### src/rtl/rfdc_sync_pkg.sv
// Shared types and defaults for the SYSREF phase tracking path.
package rfdc_sync_pkg;

  typedef enum logic [1:0] {
    IDLE      = 2'd0,
    WAIT_SYNC = 2'd1,
    TRACK     = 2'd2
  } state_t;

  localparam int unsigned DEF_PERIOD     = 48;
  localparam int unsigned DEF_STRIDE     = 3;
  localparam int unsigned DEF_LOCK_COUNT = 4;

  // True when the sample stride tiles the sync period exactly.
  function automatic bit period_ok(input int unsigned period, input int unsigned stride);
    return (period >= 2) && (stride != 0) && ((period % stride) == 0);
  endfunction

endpackage

### src/rtl/sysref_edge_find.sv
// Circular rising-edge priority encoder over a sampled SYSREF window.
// Reports the lowest index i with bit i set and bit i-1 (mod NSAMP) clear.
module sysref_edge_find #(
  parameter int unsigned NSAMP = 16,
  parameter int unsigned POS_W = 4
) (
  input  logic             i_clk,
  input  logic             i_rst_n,
  input  logic [NSAMP-1:0] i_phase,
  output logic [POS_W-1:0] o_pos,
  output logic             o_valid
);

  logic             w_found;
  logic [POS_W-1:0] w_pos;
  logic [POS_W-1:0] r_pos;
  logic             r_valid;

  // Lowest-index rising edge, wrapping bit NSAMP-1 onto bit 0.
  always_comb begin
    w_found = 1'b0;
    w_pos   = '0;
    for (int unsigned i = 0; i < NSAMP; i++) begin
      if (!w_found && i_phase[i] && !i_phase[(i == 0) ? NSAMP - 1 : i - 1]) begin
        w_found = 1'b1;
        w_pos   = i[POS_W-1:0];
      end
    end
  end

  // Register the result; position holds when no edge exists.
  always_ff @(posedge i_clk) begin
    if (!i_rst_n) begin
      r_pos   <= '0;
      r_valid <= 1'b0;
    end else begin
      r_valid <= w_found;
      if (w_found) begin
        r_pos <= w_pos;
      end
    end
  end

  assign o_pos   = r_pos;
  assign o_valid = r_valid;

endmodule

### src/rtl/sysref_phase_tracker.sv
// Samples registered PL_SYSREF at a fixed stride across each sync period,
// tracks window-to-window stability, declares lock, flags off-period syncs
// and reports the rising-edge sample index.
module sysref_phase_tracker
  import rfdc_sync_pkg::*;
#(
  parameter  int unsigned PERIOD     = DEF_PERIOD,
  parameter  int unsigned STRIDE     = DEF_STRIDE,
  parameter  int unsigned LOCK_COUNT = DEF_LOCK_COUNT,
  parameter  int unsigned CNT_W      = 8,
  localparam int unsigned NSAMP      = PERIOD / STRIDE,
  localparam int unsigned POS_W      = (NSAMP > 1) ? $clog2(NSAMP) : 1
) (
  input  logic             sysclk_i,
  input  logic             rst_n_i,
  input  logic             sync_i,
  input  logic             sysref_i,
  input  logic             arm_i,
  output logic [NSAMP-1:0] phase_o,
  output logic             phase_valid_o,
  output logic [POS_W-1:0] edge_pos_o,
  output logic             edge_valid_o,
  output logic [CNT_W-1:0] stable_cnt_o,
  output logic             locked_o,
  output logic             sync_err_o
);

  localparam int unsigned PW = $clog2(PERIOD);
  localparam logic [CNT_W:0] LOCK_TH = (CNT_W + 1)'(LOCK_COUNT - 1);

  if (!period_ok(PERIOD, STRIDE)) begin : g_bad_period
    $error("sysref_phase_tracker: PERIOD must be >= 2 and a multiple of STRIDE");
  end

  state_t           r_state;
  logic [PW-1:0]    r_ph;
  logic [NSAMP-1:0] r_cap;
  logic [NSAMP-1:0] r_phase;
  logic             r_phase_valid;
  logic [CNT_W-1:0] r_stable_cnt;
  logic             r_locked;
  logic             r_sync_err;
  logic             r_first;

  logic [PW-1:0]    w_ph_eff;
  logic             w_win_end;
  logic             w_off_sync;
  logic             w_match;
  logic [CNT_W-1:0] w_cnt_inc;
  logic [CNT_W-1:0] w_cnt_next;

  assign w_ph_eff   = sync_i ? '0 : r_ph;
  assign w_win_end  = (w_ph_eff == PW'(PERIOD - 1));
  assign w_off_sync = sync_i && (r_ph != '0);
  assign w_match    = !r_first && (r_cap == r_phase);
  assign w_cnt_inc  = (r_stable_cnt == '1) ? r_stable_cnt : r_stable_cnt + 1'b1;
  assign w_cnt_next = w_match ? w_cnt_inc : '0;

  // Free-running phase counter, realigned by sync; capture samples on stride points.
  always_ff @(posedge sysclk_i) begin
    if (!rst_n_i) begin
      r_ph  <= '0;
      r_cap <= '0;
    end else begin
      r_ph <= w_win_end ? '0 : w_ph_eff + 1'b1;
      for (int unsigned i = 0; i < NSAMP; i++) begin
        if (w_ph_eff == PW'(STRIDE * i)) begin
          r_cap[i] <= sysref_i;
        end
      end
    end
  end

  // Tracking FSM with registered phase word, stability counter, lock and sync error.
  always_ff @(posedge sysclk_i) begin
    if (!rst_n_i) begin
      r_state       <= IDLE;
      r_phase       <= '0;
      r_phase_valid <= 1'b0;
      r_stable_cnt  <= '0;
      r_locked      <= 1'b0;
      r_sync_err    <= 1'b0;
      r_first       <= 1'b1;
    end else begin
      r_phase_valid <= 1'b0;
      if (!arm_i) begin
        // Disarm beats a coincident window end: no phase update is issued.
        r_state      <= IDLE;
        r_stable_cnt <= '0;
        r_locked     <= 1'b0;
      end else begin
        case (r_state)
          IDLE: begin
            r_state    <= WAIT_SYNC;
            r_sync_err <= 1'b0;
          end
          WAIT_SYNC: begin
            if (sync_i) begin
              r_state <= TRACK;
              r_first <= 1'b1;
            end
          end
          TRACK: begin
            if (w_off_sync) begin
              // Partial window is dropped; the restarted one is not compared.
              r_sync_err   <= 1'b1;
              r_stable_cnt <= '0;
              r_locked     <= 1'b0;
              r_first      <= 1'b1;
            end else if (w_win_end) begin
              r_phase       <= r_cap;
              r_phase_valid <= 1'b1;
              r_stable_cnt  <= w_cnt_next;
              r_locked      <= ({1'b0, w_cnt_next} >= LOCK_TH);
              r_first       <= 1'b0;
            end
          end
          default: r_state <= IDLE;
        endcase
      end
    end
  end

  sysref_edge_find #(
    .NSAMP (NSAMP),
    .POS_W (POS_W)
  ) u_edge_find (
    .i_clk   (sysclk_i),
    .i_rst_n (rst_n_i),
    .i_phase (r_phase),
    .o_pos   (edge_pos_o),
    .o_valid (edge_valid_o)
  );

  assign phase_o       = r_phase;
  assign phase_valid_o = r_phase_valid;
  assign stable_cnt_o  = r_stable_cnt;
  assign locked_o      = r_locked;
  assign sync_err_o    = r_sync_err;

endmodule

### config.mk
export PLATFORM = sky130hd
export DESIGN_NAME = sysref_phase_tracker
export DESIGN_NICKNAME = d
export VERILOG_FILES = /design/src/rtl/rfdc_sync_pkg.sv /design/src/rtl/sysref_edge_find.sv /design/src/rtl/sysref_phase_tracker.sv
export SDC_FILE = /design/constraint.sdc
export NUM_CORES = 1
export LEC_CHECK = 0
export ABC_AREA = 1
export CORE_ASPECT_RATIO = 1.2
export CORE_MARGIN = 3
export CORE_UTILIZATION = 50
export DETAILED_ROUTE_END_ITERATION = 12
export PLACE_DENSITY = 0.83
export SETUP_SLACK_MARGIN = 0.05
export SYNTH_ARGS = -nofsm -noshare
export SYNTH_HDL_FRONTEND = slang
export SYNTH_SLANG_ARGS = --single-unit
### constraint.sdc
create_clock -name sysclk_i -period 1.75 [get_ports sysclk_i]
set_input_delay 0.2625 -clock sysclk_i [delete_from_list [all_inputs] [get_ports sysclk_i]]
set_output_delay 0.2625 -clock sysclk_i [all_outputs]
set_load 0.01 [all_outputs]
Word level (Yosys, flattened, before mapping)
Index checks and enable logic that the tools add are counted.
- register bits: 57
- latch bits: 0
- bits in writable memories: 0
- ROM bits: 0
- input bits: 5
- output and inout port bits: 32
- memories: 0
- add/subtract/negate cells: 2
- multipliers: 0
- div/mod/pow operators: 0
- order comparisons: 1
- equality and inequality tests: 23
- shift-type cells: 0
- mux-type cells: 47
- bitwise operators: 4
- reduce and logical (&&, ||, !) cells: 79
- operator list (operator ; number):
    $eq A6 B6 Y1 const B ; 6
    $logic_and A1 B1 Y1 ; 33
    $logic_not A1 Y1 ; 32
    $mux W4 ; 8
    $mux W8 ; 4
    $eq A6 B5 Y1 const B ; 5
    $mux W1 ; 24
    $eq A6 B4 Y1 const B ; 3
    $eq A16 B16 Y1 ; 1
    $mux W3 ; 4
    $add A8 B1 Y8 const B ; 1
    $eq A8 B8 Y1 const B ; 1
    $ge A8 B2 Y1 const B ; 1
    $reduce_and A4 Y1 ; 2
    $add A6 B1 Y6 const B ; 1
    $eq A6 B2 Y1 const B ; 1
    $eq A6 B3 Y1 const B ; 1
    $logic_not A6 Y1 ; 1
    $mux W2 ; 3
    $mux W6 ; 1
    $pmux W2 S3 ; 1
    $reduce_and A2 Y1 ; 3
    $reduce_bool A2 Y1 ; 3
    $reduce_bool A6 Y1 ; 1
    10 further kinds ; 15

Logic depth before layout (Yosys ltp)
Gate-level depths: netlist (run 1).
- depth after elaboration: 63
- mapped depth: 13
- depth with buffers taken out: 13

By module
From an unflattened synthesis (run 1), not the netlist that was laid out.
- cells, all modules: 473
- area, all modules: 3254.4 sq um
- by module, submodules not included (module ; instances ; cells each ; area an instance (sq um)):
    sysref_phase_tracker ; 1 ; 382 ; 2727.6
    sysref_edge_find ; 1 ; 91 ; 526.8

Worst setup path after synthesis (run 1)
No wires, ideal clock.
- kind: input -> register
- start point: input port sync_i
- end point: register r_stable_cnt[3] (netlist: stable_cnt_o[3])
- setup time: 115 ps
- arrival: 1689 ps
- required time: 1635 ps
- path slack: -54 ps
- stages: 11
- path buffers: 1
- path through: buf_6 > nor2_1 > ha_1 > inv_1 > nor2_4 > nand2_2 > nand2_1 > nand2_1 > inv_1 > nor2_1 > o21a_1
- longest elaborated chain between the ends: 4
- ends and longest elaborated chain (item ; line ; text):
    from (decl) ; sysref_phase_tracker.sv:16 ; input logic sync_i,
    $mux W6 ; sysref_phase_tracker.sv:52 ; assign w_ph_eff = sync_i ? '0 : r_ph;
    $eq A6 B6 Y1 ; sysref_phase_tracker.sv:53 ; assign w_win_end = (w_ph_eff == PW'(PERIOD - 1));
    $reduce_bool A2 Y1 (no line) ; -- ;
    $reduce_and A2 Y1 (no line) ; -- ;
    to (signal assigned) ; sysref_phase_tracker.sv:113 ; r_stable_cnt <= w_cnt_next;
    to (decl) ; sysref_phase_tracker.sv:40 ; logic [CNT_W-1:0] r_stable_cnt;
Parallel ways exist; a longest one is shown, timed or not.
A chain may end at the register's enable or synchronous reset.

Final worst setup path (run 1)
- start point: register r_ph[0]
- end point: register r_phase[3] (netlist: phase_o[3])
- longest elaborated chain between the ends: 4
- ends and longest elaborated chain (item ; line ; text):
    from (decl) ; sysref_phase_tracker.sv:36 ; logic [PW-1:0] r_ph;
    from (signal assigned) ; sysref_phase_tracker.sv:65 ; r_ph <= w_win_end ? '0 : w_ph_eff + 1'b1;
    branches (longest 3 deep; another with $mux W6) ; -- ;
    $reduce_and A4 Y1 (no line) * ; -- ;
    to (signal assigned) ; sysref_phase_tracker.sv:111 ; r_phase <= r_cap;
    to (decl) ; sysref_phase_tracker.sv:38 ; logic [NSAMP-1:0] r_phase;
Every way passes the cells marked *.

==> results by group, run 1 <==
CTS
  – Worst skew pair latency: about 0.34 ns
  – Longest Clk Path Bufs: 2
  – CTS hold repair buffers: 0
  – Total CTS buffers: 9
  – H-tree depth: 3
  – Clk root buf: clkbuf_8
  – Worst-path clk slew: 0.07 ns
  – CTS tree: done
  – # clock sinks: 57

Synth
  – Syn avg cell area: 6.86 um^2
  – Post-synth EDFFs: 0
  – Synth top cells by count: nand2_1, inv_1, dfxtp_1
  – Main area contributors after synthesis: dfxtp_1, nand2_1, inv_1
  – Yosys top cell area share: 0.340
  – Cell taking the most area after synthesis: dfxtp_1
  – Syn Inst Count: 489
  – Yosys warns: 0
  – Count leader, synth: nand2_1
  – Post-synth top flop: dfxtp_1
  – Syn Std Cell Area: 3360 um^2
  – Register area share after synthesis: 0.340
  – Syn nets: between 400 and 500
  – Post-synthesis cell type count: 38
  – Synthesized flop and latch total: 57
  – Post-synth ARST share: 0

Critical path
  – Critical Path RT: 2.02 ns
  – Critical path origin: r_ph[0]
  – Worst R2R Start: r_ph[0]
  – CP max stage delay: between 0.3 and 0.4 ns
  – Worst Setup EP: phase_o[3]
  – Worst r2r path cells: 12
  – CP Capture Type: flop
  – Worst path depth: 12
  – Top Family by Delay on Critical Path: simple AND/OR/NAND/NOR gates
  – Critical path buffers and inverters: 4
  – Path type of the worst setup path: flop to flop
  – R2R Setup Slk: approximately 0.018 ns
  – Crit path cell chain: inv_2, nor2_4, ha_2, inv_2, nor2_4, nand2_2, inv_2, nand2_4, nor2_8, clkbuf_16, o21ai_2, a21oi_1
  – Slowest CP cell: dfxtp_2
  – Most Frequent Cell on Critical Path: inv_2
  – Critical register-to-register path endpoint: phase_o[3]
  – Worst Path Arrival: 2.00 ns
  – CP Max Fanout: 7
  – Startpoint types: flop

Placed design
  – Post-DP Area: 4080 um^2
  – Port bufs: 36
  – Placed cells: 640
  – Detailed placement HPWL: 6.76 mm
  – GP Congestion: between 0.9 and 1

Floorplanning
  – Number of cell rows: 32
  – Die area: 7740 um^2
  – # IOs: 37
  – Initial Utilization: 0.518
  – Die height: 95.8 um
  – Die Wd: 80.8 um
  – CORE AREA: 6490 um^2

Power and ir drop
  – Lkg Pwr: 1.94 nW
  – Maximum VDD drop: roughly 450 uV
  – Overall power: roughly 2.7 mW
  – Pwr dens: 597 nW/um^2

Worst hold path
  – Hold Startpoint: r_state[1]
  – Worst hold path type: flop to flop
  – Min-Delay Path Depth: 1

STA
  – TNS Setup: 0 ns
  – Count of final hold-check violations: 0
  – Min Tclk post-route: 1.73 ns
  – Final slew viol count: 0
  – Slew Limit Headroom: 0.652
  – Post-route clock skew: 0.00891 ns
  – Fin crit share: 0.990
  – Max frequency: about 580 MHz
  – Worst-Margin Slew: 0.521 ns
  – Worst hold slack: approximately 0.43 ns
  – Finish-stage setup viols: 0
  – RSZ-0062 raised after global routing: true

GRT
  – Total grt overflow: 0
  – Initial antenna violation count: 0
  – Gr busiest metal: met2
  – First-pass GRT wire length: 14.8 mm
  – Largest net degree at the start of global routing: 22
  – Met3 GRT Util: 0.0459
  – Vias in the first global route: between 3000 and 4000
  – Total GRT Usage: 0.245
  – Met1 usage: 0.280
  – Grt met2 use: 0.443

Layout
  – Layout Cells excl Fill: 670
  – Diode count: 0
  – Nets@finish: around 590
  – Share of layout cells above drive strength 1: 0.265
  – Layout area overhead: 35.1%
  – Fin area: ~4500 um^2
  – FILL cells: 540

Outcome
  – Status: finished clean

Routing
  – Number of vias per cell: roughly 5.5
  – Total wire length: about 9.7 mm
  – Number of DRC markers in iteration 0: 251
  – DRC errors left: 0
  – Drt first pass iters: 5
  – Final antenna-violating net count: 0
  – DR WL/cell: 14.5 um
  – Via count: 3701

Run
  – Number of max-cap violations: 0
-- state kept, by name, summed over array words and instances (netlist names) --
name	flops
r_first	1
r_state	2
stable_cnt_o	8
r_cap	16
phase_valid_o	1
phase_o	16
locked_o	1
r_ph	6
u_edge_find.o_pos	4
u_edge_find.o_valid	1
sync_err_o	1
-- report_power, final --
part / leakage, nW / switching [mW] / internal [mW] / total, mW
Combinational: 1.37 / 0.0934 / 0.0527 / 0.146
Clock: 0.102 / 0.526 / 0.723 / 1.25
Sequential: 0.470 / 0.00783 / 1.30 / 1.31
Total: 1.94 / 0.627 / 2.08 / 2.71
-- layout make-up --
| class | count | area [um^2] | area share |
|---|---|---|---|
| inverters | 87 | 327 | 0.0720 |
| repair buffers | 90 | 811 | 0.179 |
| clock inverters | 3 | 40.0 | 0.00883 |
| flip-flops and latches | 57 | 1170 | 0.257 |
| well taps | 85 | 106 | 0.0234 |
| clock buffers | 12 | 155 | 0.0342 |
| multi-input cells | 336 | 1930 | 0.425 |
-- repair_timing --
action	CTS	global route
gates cloned	0	3
pin swaps	2	10
setup endpoints to repair	27	36
buffers inserted	2	10
resized for setup	5	39
-- layout by cell type, fill, tap and decap left out, types with 11 or more instances in the layout --
| master | instances |
|---|---|
| clkbuf_8 | 11 |
| nor2_1 | 43 |
| inv_1 | 73 |
| buf_4 | 48 |
| a31oi_1 | 18 |
| dfxtp_2 | 18 |
| a21oi_2 | 13 |
| nor4_1 | 15 |
| dfxtp_1 | 38 |
| nor3_1 | 20 |
| inv_2 | 13 |
| a21oi_1 | 12 |
| nand3_1 | 22 |
| clkdlybuf4s50_1 | 35 |
| o21ai_1 | 17 |
| nand2_1 | 101 |
-- per-stage QoR --
step / worst slack, ns / util
after floorplan: 0.0621 / -
after CTS: 0.0538 / 0.663
after global routing: -0.0969 / 0.699
after detailed placement: -0.399 / 0.629
final: 0.0181 / 0.699
after global placement: -0.321 / 0.629
-- kinds of logic (layout without fill, tap and decap cells) --
kind of cell	after synthesis	after routing	share of synthesized area
adder cells (fa/ha/maj)	5	5	0.0186
AND/OR/NAND/NOR	244	244	0.363
XOR/XNOR	4	4	0.0104
AO/OA/AOI/OAI	83	83	0.152
flip-flops	57	57	0.340
buffers and inverters	96	192	0.116
-- routing by layer --
metal / vias up / part of all wire
met5: - / 0
met3: 32 / 0.052
met2: 138 / 0.53
li1: 1795 / -
met4: 0 / 0.030
met1: 1736 / 0.39
-- how the worst min path moves through the flow --
stage	end	slack [ns]
CTS	r_state[0]	0.44
global placement	r_state[0]	0.41
global route	r_state[0]	0.46
detailed placement	r_state[0]	0.44
floorplan	r_state[0]	0.40
finish	r_state[0]	0.43
(Power assumes the default switching activity.)
==> run 2: changes to the inputs <==
Settings changed: HOLD_SLACK_MARGIN set to 0.1.
==> results of run 2 <==
The final DEF is identical to that of run 1; final timing and power are the same.
